## config.mk

```make
export PLATFORM = sky130hd
export DESIGN_NAME = time_set_ctrl
export DESIGN_NICKNAME = d
export VERILOG_FILES = /design/src/rtl/time_set_pkg.sv /design/src/rtl/btn_debounce.sv /design/src/rtl/time_set_ctrl.sv
export SDC_FILE = /design/constraint.sdc
export NUM_CORES = 1
export LEC_CHECK = 0
export ABC_AREA = 0
export ABC_CLOCK_PERIOD_IN_PS = 2100
export CORE_AREA = 2 2 178 110
export CTS_CLUSTER_DIAMETER = 80
export CTS_CLUSTER_SIZE = 28
export DETAILED_ROUTE_END_ITERATION = 6
export DIE_AREA = 0 0 180 112
export PLACE_DENSITY = 0.41
export SLEW_MARGIN = 40
export SYNTH_ARGS = -nofsm -noshare
export SYNTH_HDL_FRONTEND = slang
export SYNTH_SLANG_ARGS = --single-unit
```

## constraint.sdc

```tcl
create_clock -name clk -period 2.1 [get_ports clk]
set_input_delay 0.42 -clock clk [delete_from_list [all_inputs] [get_ports clk]]
set_output_delay 0.42 -clock clk [all_outputs]
set_load 0.01 [all_outputs]
```

## src/rtl/time_set_pkg.sv

```systemverilog
// time_set_pkg: shared types and helpers for the time-set controller.
//   mode_t      : field being edited, value is driven straight onto field_sel.
//   rep_state_t : up/down auto-repeat state machine.
//   BTN_*       : bit positions of the buttons in the debouncer instance array.
package time_set_pkg;

  typedef enum logic [1:0] {
    MODE_RUN = 2'd0,
    MODE_HR  = 2'd1,
    MODE_MIN = 2'd2,
    MODE_SEC = 2'd3
  } mode_t;

  typedef enum logic [1:0] {
    REP_IDLE    = 2'd0,
    REP_DELAY   = 2'd1,
    REP_REPEAT  = 2'd2,
    REP_LOCKOUT = 2'd3
  } rep_state_t;

  localparam int BTN_UP   = 0;
  localparam int BTN_DN   = 1;
  localparam int BTN_MODE = 2;
  localparam int NUM_BTN  = 3;

  function automatic int max2(input int a, input int b);
    return (a > b) ? a : b;
  endfunction

  // RUN -> HR -> MIN -> SEC -> RUN: the 2-bit wrap does the last step.
  function automatic mode_t next_mode(input mode_t m);
    return mode_t'(m + 2'd1);
  endfunction

endpackage

```

## src/rtl/btn_debounce.sv

```systemverilog
// btn_debounce: 2-FF synchronizer, counting debouncer and rising-edge detector
// for one raw push button.
//   clk, rst : clock, synchronous active-high reset
//   raw      : asynchronous bouncing button (1 = pressed)
//   level    : debounced level
//   press    : one-cycle pulse, the cycle after level rises
module btn_debounce
  import time_set_pkg::*;
#(
  parameter int DEB_CYCLES = 1_000_000
) (
  input  logic clk,
  input  logic rst,
  input  logic raw,
  output logic level,
  output logic press
);

  localparam int CW = (DEB_CYCLES > 1) ? $clog2(DEB_CYCLES) : 1;
  localparam logic [CW-1:0] CNT_TOP = CW'(DEB_CYCLES - 1);

  logic [1:0]    r_sync;
  logic [CW-1:0] r_cnt;
  logic          r_level;
  logic          r_level_d;
  logic          r_press;

  always_ff @(posedge clk) begin
    if (rst) begin
      r_sync    <= '0;
      r_cnt     <= '0;
      r_level   <= 1'b0;
      r_level_d <= 1'b0;
      r_press   <= 1'b0;
    end else begin
      r_sync    <= {r_sync[0], raw};
      r_level_d <= r_level;
      r_press   <= r_level & ~r_level_d;
      // Count consecutive cycles where the synced input disagrees with the
      // current level; any agreement restarts the count.
      if (r_sync[1] != r_level) begin
        if (r_cnt == CNT_TOP) begin
          r_level <= r_sync[1];
          r_cnt   <= '0;
        end else begin
          r_cnt <= r_cnt + CW'(1);
        end
      end else begin
        r_cnt <= '0;
      end
    end
  end

  assign level = r_level;
  assign press = r_press;

endmodule

```

## src/rtl/time_set_ctrl.sv

```systemverilog
// time_set_ctrl: button front end for setting a clock. A mode button walks
// through RUN/HR/MIN/SEC; up/down buttons issue single-cycle add/minus steps
// with hold-to-repeat.
//   clk, rst          : clock, synchronous active-high reset
//   btn_up/down/mode  : raw bouncing buttons (1 = pressed)
//   add, minus        : one-cycle step requests to the selected field changer
//   field_sel         : 0 run, 1 hours, 2 minutes, 3 seconds
//   editing           : field_sel != 0
module time_set_ctrl
  import time_set_pkg::*;
#(
  parameter int DEB_CYCLES   = 1_000_000,
  parameter int REPEAT_DELAY = 50_000_000,
  parameter int REPEAT_RATE  = 10_000_000
) (
  input  logic       clk,
  input  logic       rst,
  input  logic       btn_up,
  input  logic       btn_down,
  input  logic       btn_mode,
  output logic       add,
  output logic       minus,
  output logic [1:0] field_sel,
  output logic       editing
);

  localparam int REP_MAX = max2(REPEAT_DELAY, REPEAT_RATE);
  localparam int CNT_W   = (REP_MAX > 1) ? $clog2(REP_MAX) : 1;
  localparam logic [CNT_W-1:0] DLY_TOP  = CNT_W'(REPEAT_DELAY - 1);
  localparam logic [CNT_W-1:0] RATE_TOP = CNT_W'(REPEAT_RATE - 1);

  logic [NUM_BTN-1:0] w_raw;
  logic [NUM_BTN-1:0] w_level;
  logic [NUM_BTN-1:0] w_press;

  assign w_raw = {btn_mode, btn_down, btn_up};

  btn_debounce #(.DEB_CYCLES(DEB_CYCLES)) u_btn [NUM_BTN-1:0] (
    .clk   (clk),
    .rst   (rst),
    .raw   (w_raw),
    .level (w_level),
    .press (w_press)
  );

  mode_t            r_mode, w_mode_nxt;
  rep_state_t       r_rep, w_rep_nxt;
  logic [CNT_W-1:0] r_cnt, w_cnt_nxt;
  logic             r_dir, w_dir_nxt;   // 1 = up, 0 = down
  logic             w_step;
  logic             w_mode_pulse;
  logic             w_up, w_dn, w_both, w_act;
  logic [CNT_W-1:0] w_cnt_inc;

  assign w_up         = w_level[BTN_UP];
  assign w_dn         = w_level[BTN_DN];
  assign w_both       = w_up & w_dn;
  assign w_act        = r_dir ? w_up : w_dn;
  assign w_mode_pulse = w_press[BTN_MODE] & w_level[BTN_MODE];
  assign w_cnt_inc    = (r_cnt == '1) ? r_cnt : r_cnt + CNT_W'(1);

  always_ff @(posedge clk) begin
    if (rst) begin
      r_mode <= MODE_RUN;
      r_rep  <= REP_IDLE;
      r_cnt  <= '0;
      r_dir  <= 1'b0;
    end else begin
      r_mode <= w_mode_nxt;
      r_rep  <= w_rep_nxt;
      r_cnt  <= w_cnt_nxt;
      r_dir  <= w_dir_nxt;
    end
  end

  always_comb begin
    w_mode_nxt = r_mode;
    w_rep_nxt  = r_rep;
    w_cnt_nxt  = r_cnt;
    w_dir_nxt  = r_dir;
    w_step     = 1'b0;

    if (w_mode_pulse) w_mode_nxt = next_mode(r_mode);

    // A field change or both buttons down parks the repeat logic until
    // both buttons are released, so a held button never leaks into the
    // next field.
    if (w_mode_pulse || w_both) begin
      w_rep_nxt = REP_LOCKOUT;
      w_cnt_nxt = '0;
    end else begin
      unique case (r_rep)
        REP_IDLE: begin
          if (w_press[BTN_UP] && w_up && !w_dn) begin
            w_step = 1'b1; w_dir_nxt = 1'b1;
            w_rep_nxt = REP_DELAY; w_cnt_nxt = '0;
          end else if (w_press[BTN_DN] && w_dn && !w_up) begin
            w_step = 1'b1; w_dir_nxt = 1'b0;
            w_rep_nxt = REP_DELAY; w_cnt_nxt = '0;
          end
        end
        REP_DELAY: begin
          if (!w_act) begin
            w_rep_nxt = REP_IDLE; w_cnt_nxt = '0;
          end else if (r_cnt == DLY_TOP) begin
            w_step = 1'b1; w_rep_nxt = REP_REPEAT; w_cnt_nxt = '0;
          end else begin
            w_cnt_nxt = w_cnt_inc;
          end
        end
        REP_REPEAT: begin
          if (!w_act) begin
            w_rep_nxt = REP_IDLE; w_cnt_nxt = '0;
          end else if (r_cnt == RATE_TOP) begin
            w_step = 1'b1; w_cnt_nxt = '0;
          end else begin
            w_cnt_nxt = w_cnt_inc;
          end
        end
        REP_LOCKOUT: begin
          if (!w_up && !w_dn) w_rep_nxt = REP_IDLE;
        end
        default: w_rep_nxt = REP_IDLE;
      endcase
    end
  end

  // Steps are only forwarded while editing; rst masks everything at once
  // so a pending step in the reset cycle is dropped.
  logic w_step_en;
  assign w_step_en = w_step & (r_mode != MODE_RUN) & ~rst;
  assign add       = w_step_en & w_dir_nxt;
  assign minus     = w_step_en & ~w_dir_nxt;
  assign field_sel = rst ? 2'd0 : r_mode;
  assign editing   = (field_sel != 2'd0);

endmodule

```

==> flow_summary.yaml <==
outcome:
  status: "finished, violations left"
  failed_checks: "negative setup slack"
placed_design:
  gp_congestion: 0.821
  pre_cts_ws_ns: -0.639
  hpwl_um: 8270
  io_buffers: 9
  dpl_cell_area_um2: 5870
die:
  io_pins: 10
  die_x_um: 180
  coreArea_um2: 18600
  rows: 39
  die_area_um2: 20200
  start_util_pct: 26.5
  die_h_um: 112
sta:
  finalMaxSlewViolations: 0
  hold_violations: 0
  skew_ns: 0.00836
  period_needed_ns: 2.65
  layout_worst_path_cycle_share_pct: 126
  worstMarginPinSlew_ns: 0.712
  rsz0062_at_grt: "yes"
  slew_headroom_pct: 52.2
  setup_viol: 29
  max_clock_freq_mhz: 377
  fin_ws_ns: -0.551
synthesis:
  synth-compound-area-share_pct: 4.95
  synth_adder_area_share_pct: 2.54
  yosys.area_share.simple_pct: 31.2
  synth_most_common_cell: "dfxtp_1"
  synth_ff_type: "dfxtp_1"
  synth_top_family_by_area: "simple AND/OR/NAND/NOR gates"
  synth_fp_nets: 574
  ys_ff_latch: 106
  syn_inst: 559
  synthTopCellsByCount: "dfxtp_1 (106), nor2_1 (94), xor2_1 (52)"
  synth_edf_count: 0
  synth_xor_area_share_pct: 13.5
  synth-seq-area-share_pct: 43.1
  synth_top_cells_by_area: "dfxtp_1 (43%), xor2_1 (9.2%), nor2_1 (7.2%)"
  synth_cell_types: 51
  syn-cell-area_um2: 4930
  yosys_warnings: 0
  ys_async_sr_fraction_pct: 0
  synth.area.mux_share_pct: 1.22
  avgSynthCellArea_um2: 8.82
  yosys.area.top_type: "dfxtp_1"
  synth_top_area_share_pct: 43.1
clock_network:
  clock_sinks: 106
  numCtsBuffers: 9
  cts_htree_levels: 3
  clock_path_buffers: 2
  root_buffer: "clkbuf_16"
  postCtsHoldBufs: 0
  cts_tree: "yes"
  insertion_delay_ns: 0.35
  clk_pin_slew_ns: 0.07
layout:
  fill_cells: 1902
  seqCellArea_um2: 2120
  drive_above_1_share_pct: 21.8
  diodes: 0
  layout.nets: 662
  syn_to_final_growth_pct: 29.1
  multi_input_area_um2: 2730
  design_area_um2: 6360
routing:
  drtIter0Drc: 229
  drt-total-wl_um: 11200
  viasPerCell: 4.48
  drc_errors: 0
  first_pass_iters: 4
  avgRoutedWirePerCell_um: 12.5
  final_antenna_net_count: 0
  vias: 4022
setup_path:
  crit_type: "reg2out"
  crit_slowest_cell: "or4b_4"
  required_ns: 1.68
  crit_start: "r_cnt[24]"
  path_cells: "or4b_4 > nor4_4 > buf_4 > nand3_4 > o21ai_2 > a21boi_2 > nor2_1 > buf_2"
  cpPeakStageDelay_ns: 0.54
  worstSetupStartpointType: "flop"
  crit_fanout: 2
  reg2reg_from: "r_cnt[24]"
  worstSetupEndpointType: "primary output"
  worstPathArrival_ns: 2.23
power_and_ir_drop:
  p_switching_mw: 0.955
  sequentialPowerShare_pct: 51.8
  p_clk_share_pct: 42.8
  p_int_mw: 2.96
  power.share.combinational_pct: 5.4
  vdd_drop_max_v: 0.000357
  p_leak_nw: 2.28
  powerDensity_nw_per_um2: 615
  swShare_pct: 24.4
global_route:
  antenna_found_initial: 0
  gr-total-overflow: 0
  grt_first_pass_wirelength_um: 19200
  grt_usage_pct: 11.8
  grt_pass1_vias: 3842
  grt_start_max_net_pins: 26
run:
  max_cap_viol_count: 0
hold_path:
  min_from: "u_btn[2].r_level_d"
  hp-class: "reg2reg"
[sequential cells by signal, summed over array words and instances (netlist names)]
| name | count |
|---|---|
| r_rep | 2 |
| u_btn.r_level_d | 3 |
| u_btn.r_sync | 6 |
| r_mode | 2 |
| r_dir | 1 |
| u_btn.r_cnt | 60 |
| r_cnt | 26 |
| u_btn.press | 3 |
| u_btn.level | 3 |
[power by group through the flow]
stage / Sequential [mW] / Combinational [mW] / Clock [mW]
after floorplan: 2.08 / 0.109 / 0
after global placement: 2.08 / 0.190 / 0
final: 2.03 / 0.211 / 1.68
after detailed placement: 2.08 / 0.190 / 0
after CTS: 2.03 / 0.193 / 1.76
after global routing: 2.03 / 0.232 / 1.85
[area by class of cell]
type | instances | area share [%]
Multi-Input combinational cell | 416 | 42.9
Inverter | 17 | 1.00
Clock inverter | 7 | 1.10
Tap cell | 246 | 4.84
Clock buffer | 9 | 3.54
Timing Repair Buffer | 97 | 13.3
Sequential cell | 106 | 33.4
[worst max-delay path: cells and delay by family (launching register included)]
kind                   cells  cell delay, ns
and+or+nand+nor            4            1.07
DFF                        1            0.32
buffers and inverters      2            0.32
AOI/OAI and AO/OA          2            0.18
[final timing paths]
| check | to | slack (ns) | cells after the start |
|---|---|---|---|
| max | minus | -0.55 | 8 |
| min | u_btn[2].press | 0.39 | 1 |
| max reg2reg | r_cnt[16] | -0.41 | 10 |
| min reg2reg | u_btn[2].press | 0.39 | 1 |
[per-stage QoR]
stage,setup TNS [ns],utilization [%],total power [mW],hold WS (ns),std cells
floorplan,-0.0759,-,2.19,0.367,559
global placement,-7.57,31.6,2.27,0.373,874
detailed placement,-7.39,31.6,2.27,0.379,874
CTS,-7.84,33.2,3.98,0.390,890
global route,-13.98,34.2,4.11,0.404,898
finish,-11.15,34.2,3.92,0.388,898
[metal layers]
metal	track usage [%]	vias up	share of wire (%)
met1	17.9	1848	55
met3	3.21	10	4.9
met5	0	-	0
met4	3.90	0	1.4
li1	-	2105	-
met2	15.9	59	38
[cell usage in the layout (no fill, tap or decap), drive strengths merged, types with 2 or more instances in the layout]
master / count
a211oi: 2
a21oi: 11
a22oi: 2
a31oi: 4
and2: 3
and3: 19
and4: 5
buf: 89
clkbuf: 10
clkdlybuf4s50: 6
clkinv: 2
dfxtp: 106
ha: 10
inv: 22
mux2i: 6
nand2: 31
nand3: 46
nand3b: 5
nand4: 27
nor2: 105
nor2b: 12
nor3: 7
nor3b: 2
nor4: 10
nor4b: 6
o211ai: 2
o21ai: 4
or3: 5
or4b: 3
xnor2: 24
xor2: 52
[kinds of logic after synthesis]
kind of cell / count (synthesis)
muxes: 6
DFF: 106
buffers and inverters: 37
adders and majority gates: 10
xor gates and xnor gates: 76
and+or+nand+nor: 289
AOI/OAI and AO/OA: 35
[timing repair]
item                                    4_1_cts  5_1_grt
setup buffers                                 0        7
pin swaps                                     5        9
cloned                                        0        1
endpoints found under the setup margin       31       50
gates resized for setup                      16       20
Note: power is estimated with default switching activity, not from simulation.
